==> src/rtl/fetch_sequencer.sv <==
// Fetch sequencer for the Mini-MIPS core.
// Owns the fetch PC, issues one instruction-memory request at a time, waits
// for the read data and holds the fetched instruction until decode takes it.
// Branch/jump redirects from execute override every other event in the cycle.
//
// Handshakes:
//   imem side: imem_req is held high in REQ until imem_gnt is seen on a rising
//     edge. Exactly one imem_rvalid pulse returns per granted request.
//   decode side: inst_valid/inst/inst_pc stay stable until a hand-off, which is
//     a rising edge with inst_valid & inst_ready & ~stall all high.
module fetch_sequencer #(
  parameter logic [31:0] RESET_PC    = 32'h0000_0000,
  parameter int          PC_STEP     = 4,
  parameter int          TIMEOUT_CYC = 255
) (
  input  logic        clk,
  input  logic        rst_n,
  input  logic        run,
  input  logic        stall,
  input  logic        redirect_valid,
  input  logic [31:0] redirect_pc,
  output logic        imem_req,
  output logic [31:0] imem_addr,
  input  logic        imem_gnt,
  input  logic        imem_rvalid,
  input  logic [31:0] imem_rdata,
  output logic        inst_valid,
  output logic [31:0] inst,
  output logic [31:0] inst_pc,
  input  logic        inst_ready,
  output logic [31:0] pc,
  output logic        fetch_err,
  output logic [1:0]  dbg_state
);

  localparam int TW = $clog2(TIMEOUT_CYC + 1);
  localparam logic [TW-1:0] TIMER_MAX  = TW'(TIMEOUT_CYC);
  localparam logic [TW-1:0] TIMER_LAST = TW'(TIMEOUT_CYC - 1);

  typedef enum logic [1:0] {
    S_IDLE = 2'd0,
    S_REQ  = 2'd1,
    S_WAIT = 2'd2,
    S_HOLD = 2'd3
  } state_t;

  state_t        state_q, state_d;
  logic [31:0]   pc_q, pc_d;
  logic [31:0]   inst_q, inst_d;
  logic [31:0]   inst_pc_q, inst_pc_d;
  logic          discard_q, discard_d;
  logic          fetch_err_q, fetch_err_d;
  logic [TW-1:0] timer_q, timer_d;

  logic [31:0]   redir_pc;
  logic          handoff;

  assign redir_pc = {redirect_pc[31:2], 2'b00};
  assign handoff  = (state_q == S_HOLD) & inst_ready & ~stall;

  // State and datapath registers.
  always_ff @(posedge clk or negedge rst_n) begin
    if (!rst_n) begin
      state_q     <= S_IDLE;
      pc_q        <= RESET_PC;
      inst_q      <= '0;
      inst_pc_q   <= '0;
      discard_q   <= 1'b0;
      fetch_err_q <= 1'b0;
      timer_q     <= '0;
    end else begin
      state_q     <= state_d;
      pc_q        <= pc_d;
      inst_q      <= inst_d;
      inst_pc_q   <= inst_pc_d;
      discard_q   <= discard_d;
      fetch_err_q <= fetch_err_d;
      timer_q     <= timer_d;
    end
  end

  // Next-state logic; a redirect is checked first in every state.
  always_comb begin
    state_d     = state_q;
    pc_d        = pc_q;
    inst_d      = inst_q;
    inst_pc_d   = inst_pc_q;
    discard_d   = discard_q;
    timer_d     = timer_q;
    fetch_err_d = 1'b0;
    case (state_q)
      S_IDLE: begin
        if (redirect_valid) pc_d = redir_pc;
        else if (run)       state_d = S_REQ;
      end
      S_REQ: begin
        if (redirect_valid) pc_d = redir_pc;
        if (imem_gnt) begin
          state_d   = S_WAIT;
          timer_d   = '0;
          // A redirect racing the grant makes the in-flight data stale.
          discard_d = redirect_valid;
        end
      end
      S_WAIT: begin
        if (timer_q != TIMER_MAX) timer_d = timer_q + TW'(1);
        if (redirect_valid) begin
          pc_d = redir_pc;
          if (imem_rvalid) begin
            discard_d = 1'b0;
            state_d   = S_REQ;
          end else begin
            discard_d = 1'b1;
          end
        end else if (imem_rvalid) begin
          if (discard_q) begin
            discard_d = 1'b0;
            state_d   = S_REQ;
          end else begin
            inst_d    = imem_rdata;
            inst_pc_d = pc_q;
            pc_d      = pc_q + 32'(PC_STEP);
            state_d   = S_HOLD;
          end
        end else if (timer_q >= TIMER_LAST) begin
          // >= so a redirect landing on the last cycle still times out next cycle.
          fetch_err_d = 1'b1;
          discard_d   = 1'b0;
          state_d     = S_IDLE;
        end
      end
      S_HOLD: begin
        if (redirect_valid) pc_d = redir_pc;
        // Hand-off delivers; a redirect without hand-off squashes. Both leave HOLD.
        if (handoff || redirect_valid) state_d = run ? S_REQ : S_IDLE;
      end
      default: state_d = S_IDLE;
    endcase
  end

  // Output decode from registered state.
  always_comb begin
    imem_req   = (state_q == S_REQ);
    imem_addr  = pc_q;
    inst_valid = (state_q == S_HOLD);
    inst       = inst_q;
    inst_pc    = inst_pc_q;
    pc         = pc_q;
    fetch_err  = fetch_err_q;
    dbg_state  = state_q;
  end

endmodule
==> config.mk <==
export PLATFORM = sky130hd
export DESIGN_NAME = fetch_sequencer
export DESIGN_NICKNAME = d
export VERILOG_FILES = /design/src/rtl/fetch_sequencer.sv
export SDC_FILE = /design/constraint.sdc
export NUM_CORES = 1
export LEC_CHECK = 0
export CORE_UTILIZATION = 40
export DETAILED_ROUTE_END_ITERATION = 10
export GPL_ROUTABILITY_DRIVEN = 1
export GPL_TIMING_DRIVEN = 0
export PLACE_DENSITY = 0.77
export RECOVER_POWER = 50
export SYNTH_ARGS = -nofsm -noshare
export SYNTH_HDL_FRONTEND = slang
export SYNTH_SLANG_ARGS = --single-unit
==> constraint.sdc <==
create_clock -name clk -period 2.75 [get_ports clk]
set_clock_uncertainty 0.05 [all_clocks]
set_input_delay 0.275 -clock clk [delete_from_list [all_inputs] [get_ports clk]]
set_output_delay 0.275 -clock clk [all_outputs]
set_load 0.03 [all_outputs]
Word-level counts from Yosys, hierarchy flattened
Index checks and enable logic that the tools add are counted.
{ "classes": {"shifts": 0, "eq_ne": 15, "bitwise": 5, "addsub": 2, "n_div": 0, "n_mux": 29, "mul": 0, "magnitude_cmp": 1, "n_reduce_logical": 9} }
{ "op_table": {"columns": ["op", "count"], "rows": [
  ["$mux W32", 4],
  ["$pmux W32 S2", 1],
  ["$add A32 B3 Y32 const B", 1],
  ["$mux W2", 9],
  ["$mux W8", 2],
  ["$pmux W8 S2", 1],
  ["$ne A3 B3 Y1 const B", 4],
  ["$mux W1", 10],
  ["$reduce_and A3 Y1", 3],
  ["$add A8 B1 Y8 const B", 1],
  ["$ge A8 B8 Y1 const B", 1],
  ["$ne A8 B8 Y1 const B", 1],
  ["$pmux W2 S4", 1],
  ["$ne A2 B1 Y1 const B", 3],
  ["$ne A2 B2 Y1 const B", 3],
  ["$reduce_and A6 Y1", 1],
  ["$eq A2 B2 Y1 const B", 2],
  ["$ne A4 B4 Y1 const B", 1],
  ["$reduce_and A4 Y1", 1],
  ["$not A1 Y1", 3],
  ["$reduce_or A3 Y1", 1],
  ["$and A1 B1 Y1", 2],
  ["$eq A2 B1 Y1 const B", 1],
  ["$logic_not A2 Y1", 1],
  ["other kinds (3)", 3]
]} }
{ "totals": {"out_inout_bits": 133, "register_bits": 108, "word_cells": 68, "ram_bits": 0, "mem_count": 0, "latchBits": 0, "rom_bits": 0} }

Logic depth before layout (Yosys ltp)
Gate-level depths: netlist (run 1).
{ "depth": {"depth_word": 6, "mapped_depth": 10} }

Worst setup path before layout (run 1)
No wires, ideal clock.
{ "synth_path": {"path_type": "register to register", "start": "register state_q[0], in the netlist dbg_state[0]", "end": "register pc_q[28], in the netlist imem_addr[28]", "n_path_buf": 2, "path_slack_ns": 0.452, "arrival_ns": 2.127, "stages_incl_launch_ff": 9, "synth_period_minus_slack_ns": 2.298, "path_cell_list": "dfrtp_1 -> inv_1 -> ha_1 -> clkbuf_1 -> nor4bb_1 -> buf_2 -> nand2_1 -> or4_1 -> o211a_1"} }
{ "synth_via": {"elab_chain_len": 4, "elab_cells_between_ends": 10} }
{ "synth_rtl": {"columns": ["item", "line", "source"], "rows": [
  ["from (decl)", "47", "state_t state_q, state_d;"],
  ["from (signal assigned)", "72", "state_q <= state_d;"],
  ["$eq A2 B1 Y1, or another cell as far along", "91", "case (state_q)"],
  ["$reduce_or A3 Y1 (no source line)", null, null],
  ["$ne A2 B1 Y1 (no source line)", null, null],
  ["$reduce_and A3 Y1 (no source line)", null, null],
  ["to (signal assigned)", "73", "pc_q <= pc_d;"],
  ["to (decl)", "48", "logic [31:0] pc_q, pc_d;"]
]} }
Several ways; a longest one is shown, not always the timed one.
A chain may end at the register's enable or synchronous reset.

Worst setup path in the final report (run 1)
{ "layout_path": {"start": "register state_q[0], in the netlist dbg_state[0]", "end": "register pc_q[4], in the netlist imem_addr[4]"} }
The elaborated chain is that of the path after synthesis.

==> out/metrics.cfg, run 1 <==
[outcome]
status = finished, final reports clean

[logic_synthesis]
async_flop_share_pct = 100.0
synth_top_area_share_pct = 47.88
syn-instance-count = 637
yosysTopAreaCell = dfrtp_1
seq_area_frac_synth_pct = 47.88
synth-main-ff-cell = dfrtp_1
ys_ff_latch = 104
synth.cell_area_sq_um = 5435
synthTopCellsByArea = dfrtp_1 48%, nand2_1 15%, buf_4 5.1%
synth-edff-count = 0
synth.distinct_cells = 66
synth_area_per_cell_sq_um = 8.533
yosys_warnings = 0

[drt]
dr_total_vias = 5419
via_per_inst = 5.261
first_pass_iters = 5
antenna_left = 0
first_iter_violations = 298
wl_per_cell_um = 16.14
drt-total-wl_um = 16620
drc = 0

[timing]
worst_slack_ns = 0.1918
layout_min_cycle_time_ns = 2.558
fmax_mhz = 390.9
relSlewSlack_pct = 24.09
rsz0062_at_grt = yes
period_share_pct = 93.02
slew_viol_final = 0
setup_viol = 0
worstMarginPinSlew_ns = 1.139
hold_viol = 0

[layout]
area_delta_synth_final_pct = 45.93
nets = 929
n_fill_cell = 1216
drive_gt1_share_pct = 8.314
final_cells = 1030
final_util_pct = 59.89
diodes = 0

[die]
num_rows = 42
pin_count = 205
core_sq_um = 13240
initial_core_util_pct = 41.04
dieArea_sq_um = 14060
die_x_um = 118.6
dieHeight_um = 118.6

[global_route]
grt_use_total_pct = 23.90
antenna_found_initial = 0
grt_max_degree = 60
grt_overflow_total = 0
grt_pass1_vias = 5146
grt_pass1_wl_um = 26510

[placed_design]
dpl.cell_count = 1015
hpwl_um = 12110
io_buffers = 196
dp_slack_ns = -0.06799
gp_congestion = 0.9180

[critical_path]
r2r_cells = 8
crit_path_cell_trace = inv_1 -> ha_1 -> clkbuf_1 -> and3b_1 -> clkbuf_1 -> nor2_1 -> clkbuf_1 -> o21ai_0
crit_top_cell = clkbuf_1
worst_ep_required_time_ns = 2.91
crit_family = buffers and inverters
crit_fanout = 10
reg2reg_to = imem_addr[4]
critPathArrivalTime_ns = 2.72
r2r_start = dbg_state[0]
slowest_stage = clkbuf_1
max_stage_delay_ns = 0.53
startpoint_type = register
setup.worst_path.class = reg -> reg
rrSetupSlack_ns = 0.19
critPathBufInv = 4
crit_path_end_kind = register

[clock_network]
clock_path_buffers = 2
cts_buffers = 9
postCtsSetupBuffers = 0
htree_levels = 3
cts_tree = built
ctsRootBufferMaster = clkbuf_16
path_clk_slew_ns = 0.07
insertion_delay_ns = 0.35
cts_sinks = 104

[min_path]
min_to = inst[29]
hold_path_class = in -> reg
holdPathStages = 3
hold_path_startpoint = imem_rdata[29]

[pwr]
power_density_nw_per_um2 = 961.6
leakagePower_nw = 3.584
peakVddDrop_mv = 0.5000

[run]
maxCapViolations = 0

-- metrics by stage --
step / area [sq um] / TNS [ns] / hold slack [ns] / power (mW)
after detailed placement: 7661 / -0.3941 / 0.2772 / 6.553
after CTS: 7951 / 0 / 0.3991 / 7.841
after global routing: 7931 / -0.001791 / 0.4143 / 8.053
final: 7931 / 0 / 0.4033 / 7.627
after floorplan: 5454 / 0 / -0.07059 / 4.808
after global placement: 7636 / -286.96 / 0.4064 / 6.484
-- cell usage after synthesis, types with 2 or more instances --
master / n
o22a_1: 2
nand3_1: 19
a211oi_1: 6
a31oi_1: 5
buf_2: 3
o22ai_1: 2
nor4_1: 5
nand4_1: 18
inv_1: 7
nor2_1: 27
buf_1: 6
a21oi_1: 21
and4_1: 4
mux2_2: 2
nand3b_1: 2
a32oi_1: 2
buf_4: 37
or3_1: 4
mux2i_1: 3
and2_1: 2
ha_1: 8
nand2_1: 219
o311ai_0: 3
o211a_1: 2
nor2b_1: 3
o211ai_1: 6
a22oi_1: 7
clkbuf_1: 28
and3_1: 8
dfrtp_1: 104
o21ai_0: 14
o31ai_1: 3
o41ai_1: 4
a311oi_1: 4
a31o_2: 4
or4_1: 4
nand2b_1: 4
nor3_1: 7
-- state kept, by name, summed over array words and instances (netlist names) --
| register | count |
|---|---|
| timer_q | 8 |
| fetch_err | 1 |
| imem_addr | 30 |
| dbg_state | 2 |
| inst_pc | 30 |
| inst | 32 |
| discard_q | 1 |
-- metal layers --
metal	up-vias	track usage, %	part of all wire (%)
li1	2586	-	-
met1	2568	31.39	44
met2	249	40.39	48
met3	16	4.054	7.5
met4	0	6.804	1.3
met5	-	0	0
-- report_power, final --
part           total [mW]  leakage, nW  internal [mW]  switching [mW]
registers            2.48         1.29           2.06           0.428
clock network        1.26        0.134          0.707           0.555
logic                3.88         2.16           1.53            2.35
-- layout by cell type (no fill, tap or decap), types with 6 or more instances in the layout --
master / netlist / layout
a21oi_1: 21 / 21
clkbuf_16: 0 / 9
and3_1: 8 / 8
dfrtp_1: 104 / 104
dlygate4sd3_1: 0 / 64
nand3_1: 19 / 19
a22oi_1: 7 / 7
nor3_1: 7 / 7
nor2_1: 27 / 27
ha_1: 8 / 8
nand2_1: 219 / 217
clkbuf_1: 28 / 28
a211oi_1: 6 / 6
o21ai_0: 14 / 14
inv_1: 7 / 7
buf_1: 6 / 6
clkdlybuf4s50_1: 0 / 132
nand4_1: 18 / 18
conb_1: 1 / 6
o211ai_1: 6 / 6
buf_4: 37 / 37
-- timing repair --
action                     4_1_cts  5_1_grt
hold buffers                     1        0
pin swaps                        0        0
setup endpoints to repair       28       74
hold endpoints to repair        45        0
cloned                           0        0
gates resized for setup          1        4
-- cells by family (layout without fill, tap and decap cells) --
family,count (synthesis),count (layout),synth area share [%]
buffers and inverters,82,294,8.310
adders and majority gates,8,8,1.842
AOI/OAI and AO/OA,99,99,12.87
DFF,104,104,47.88
muxes,5,5,0.9668
and+or+nand+nor,337,337,27.90
xor gates and xnor gates,1,1,0.1612
other,1,6,0.06899
-- worst max path at each step --
stage / startpoint / end / slack, ns / cells past startpoint
2_1_floorplan: dbg_state[0] / imem_addr[28] / 0.45 / 8
5_1_grt: dbg_state[0] / imem_addr[15] / -0.002 / 8
4_1_cts: dbg_state[0] / imem_addr[17] / 0.05 / 9
6_report: dbg_state[0] / imem_addr[4] / 0.19 / 8
3_3_place_gp: rst_n / timer_q[0] / -2.76 / 1
3_5_place_dp: dbg_state[0] / imem_addr[17] / -0.07 / 9
-- area by class of cell --
type	count	area, sq um	area share (%)
Tap cell	176	220.2	2.776
Multi-Input combinational cell	456	2405	30.32
Timing Repair Buffer	198	1974	24.89
Inverter	7	26.28	0.3313
Clock inverter	3	42.54	0.5364
Clock buffer	13	240.2	3.029
Buffer	73	420.4	5.301
Sequential cell	104	2603	32.81
-- worst reg2reg max path: stages (launching register included) --
cell      delay [ns]
dfrtp_1         0.40
inv_1           0.11
ha_1            0.20
clkbuf_1        0.21
and3b_1         0.23
clkbuf_1        0.19
nor2_1          0.31
clkbuf_1        0.53
o21ai_0         0.18
No activity file was read; power rests on OpenSTA's default activity.
==> run 2: changes to the inputs <==
CORE_MARGIN = 10   (was not set)
==> run 2 against run 1 <==
Effect of this change: sequential share of layout area about the same; sequential power about the same; count of clock-buffer cells in the layout shrank 1; design area is essentially flat; clock power barely moved; fmax is 1.2% higher; via count rose by 0.15%; largest cell class unchanged.
==> out/metrics.cfg, run 2 (synthesis gave the netlist of run 1 again) <==
[outcome]
status = finished, final reports clean

[layout]
final_util_pct = 59.67  ; -0.23 points
multi_input_area_sq_um = 2400  ; -0.21%
nets = 929  ; unchanged
area_delta_synth_final_pct = 45.95  ; about the same
seq_area_sq_um = 2603  ; unchanged
largest_reg_flops = 32  ; unchanged
stdcell_area_sq_um = 7933  ; about the same
final_cells = 1031  ; +0.097%
n_fill_cell = 1220  ; +0.33%
mostFrequentLayoutCells = 219 x nand2_1, 132 x clkdlybuf4s50_1, 104 x dfrtp_1, 64 x dlygate4sd3_1, 37 x buf_4
drive_gt1_share_pct = 8.548  ; +0.23 points
final_common_cell = nand2_1

[pwr]
p_switching_mw = 3.413  ; +2.3%
power_density_nw_per_um2 = 965.9  ; +0.44%
clock_power_share_pct = 16.2  ; -0.3 points
power.total_mw = 7.662  ; +0.46%
seq_power_share_pct = 32.5  ; about the same
leakagePower_nw = 3.588  ; about the same
p_comb_share_pct = 51.3  ; +0.4 points
peakVddDrop_mv = 0.6192  ; +24%
swShare_pct = 44.55  ; +0.82 points
intPower_mw = 4.249  ; -1.0%

[clock_network]
htree_levels = 3  ; unchanged
clock_path_buffers = 2  ; unchanged
insertion_delay_ns = 0.35  ; about the same
postCtsSetupBuffers = 0  ; unchanged
cts_sinks = 104  ; unchanged
cts_buffers = 9  ; unchanged
path_clk_slew_ns = 0.07  ; about the same
cts_tree = built
ctsRootBufferMaster = clkbuf_16

[die]
initial_core_util_pct = 40.88  ; -0.16 points
dieArea_sq_um = 18650  ; +33%
dieHeight_um = 136.6  ; +15%
num_rows = 42  ; unchanged
pin_count = 205  ; unchanged
core_sq_um = 13300  ; +0.40%
die_x_um = 136.6  ; +15%

[drt]
first_iter_violations = 384  ; +29%
first_pass_iters = 5  ; unchanged
antenna_left = 0  ; unchanged
dr_total_vias = 5427  ; +0.15%
wl_per_cell_um = 18.03  ; +12%
drc = 0  ; unchanged
drt-total-wl_um = 18590  ; +12%
via_per_inst = 5.264  ; about the same

[placed_design]
dpl.cell_count = 1015  ; unchanged
hpwl_um = 13930  ; +15%
gp_congestion = 0.9124  ; -0.61%
io_buffers = 196  ; unchanged
dpl_cell_area_sq_um = 7661  ; unchanged

[critical_path]
startpoint_type = register
worst_ep_required_time_ns = 2.98  ; +0.07 ns
crit_fanout = 10  ; unchanged
r2r_cells = 8  ; unchanged
setup.worst_path.class = reg -> reg
critPathArrivalTime_ns = 2.76  ; +0.04 ns
crit_path_end_kind = register

[timing]
rsz0062_at_grt = no
fmax_mhz = 395.5  ; +1.2%
hold_viol = 0  ; unchanged
relSlewSlack_pct = 33.25  ; +9.2 points
layout_min_cycle_time_ns = 2.528  ; -0.02977 ns
worstMarginPinSlew_ns = 1.001  ; -0.1375 ns
slew_viol_final = 0  ; unchanged
setup_viol = 0  ; unchanged
period_share_pct = 91.94  ; -1.1 points

[min_path]
hold_path_class = in -> reg
holdPathStages = 3  ; unchanged

[global_route]
grt_overflow_total = 0  ; unchanged
grt_max_degree = 65  ; +8.3%
grt_use_total_pct = 19.62  ; -4.3 points
grt_pass1_wl_um = 29180  ; +10%
grt_pass1_vias = 5359  ; +4.1%
antenna_found_initial = 2  ; +2

[run]
maxCapViolations = 0  ; unchanged

run 2: cell type report:
class,count,share of cell area (%)
tap,176,2.776
timing repair buffer,198,24.89
sequential,104,32.81
clock inverter,4,0.3628
multi-input combinational,456,30.25
clock buffer,12,3.233
inverter,7,0.3312
buffer,73,5.315
antenna,1,0.03155
run 2: final timing paths:
kind | start | endpoint | slack [ns]
worst min-delay path | imem_rdata[29] | inst[29] | 0.41
worst min register to register | inst_pc[25] | inst_pc[25] | 0.42
worst max-delay path | dbg_state[0] | imem_addr[21] | 0.22
worst max register to register | dbg_state[0] | imem_addr[21] | 0.22
min in group asynchronous | rst_n | inst[24] | 0.58
max in group asynchronous | rst_n | imem_addr[28] | 0.54
run 2: power by group through the flow:
stage | combinational (mW) | sequential (mW) | clock (mW)
finish | 3.93 | 2.49 | 1.24
detailed placement | 4.10 | 2.54 | 0
global placement | 4.05 | 2.52 | 0
global route | 4.22 | 2.57 | 1.34
floorplan | 1.33 | 3.48 | 0
CTS | 4.12 | 2.52 | 1.27
run 2: critical path, cell delays in order, from the launching register on:
cell,delay (ns)
dfrtp_1,0.41
inv_1,0.12
ha_1,0.33
and3b_1,0.22
clkbuf_1,0.19
nor2_1,0.33
clkbuf_1,0.51
a22oi_1,0.15
nand3_1,0.13
run 2: per-layer routing:
metal	share of wire [%]	vias to the layer above	track usage, %	wire length (um)
li1	-	2599	-	-
met4	1.6	2	6.095	301
met3	11	27	6.745	2103
met5	0.070	-	0	13
met1	41	2545	24.74	7712
met2	46	254	30.98	8459
run 2: metrics by stage:
step	worst slack, ns	hold WS [ns]	setup TNS, ns
final	0.2216	0.4093	0
after global routing	0.05685	0.4067	0
after CTS	0.008061	0.4023	0
after detailed placement	-0.06520	0.2443	-0.3200
after global placement	-2.755	0.4067	-285.94
after floorplan	0.4521	-0.07059	0
run 2: repair_timing:
action	4_1_cts	5_1_grt
hold buffers	1	0
resized for setup	1	4
setup endpoints to repair	9	75
endpoints found under the hold margin	40	0
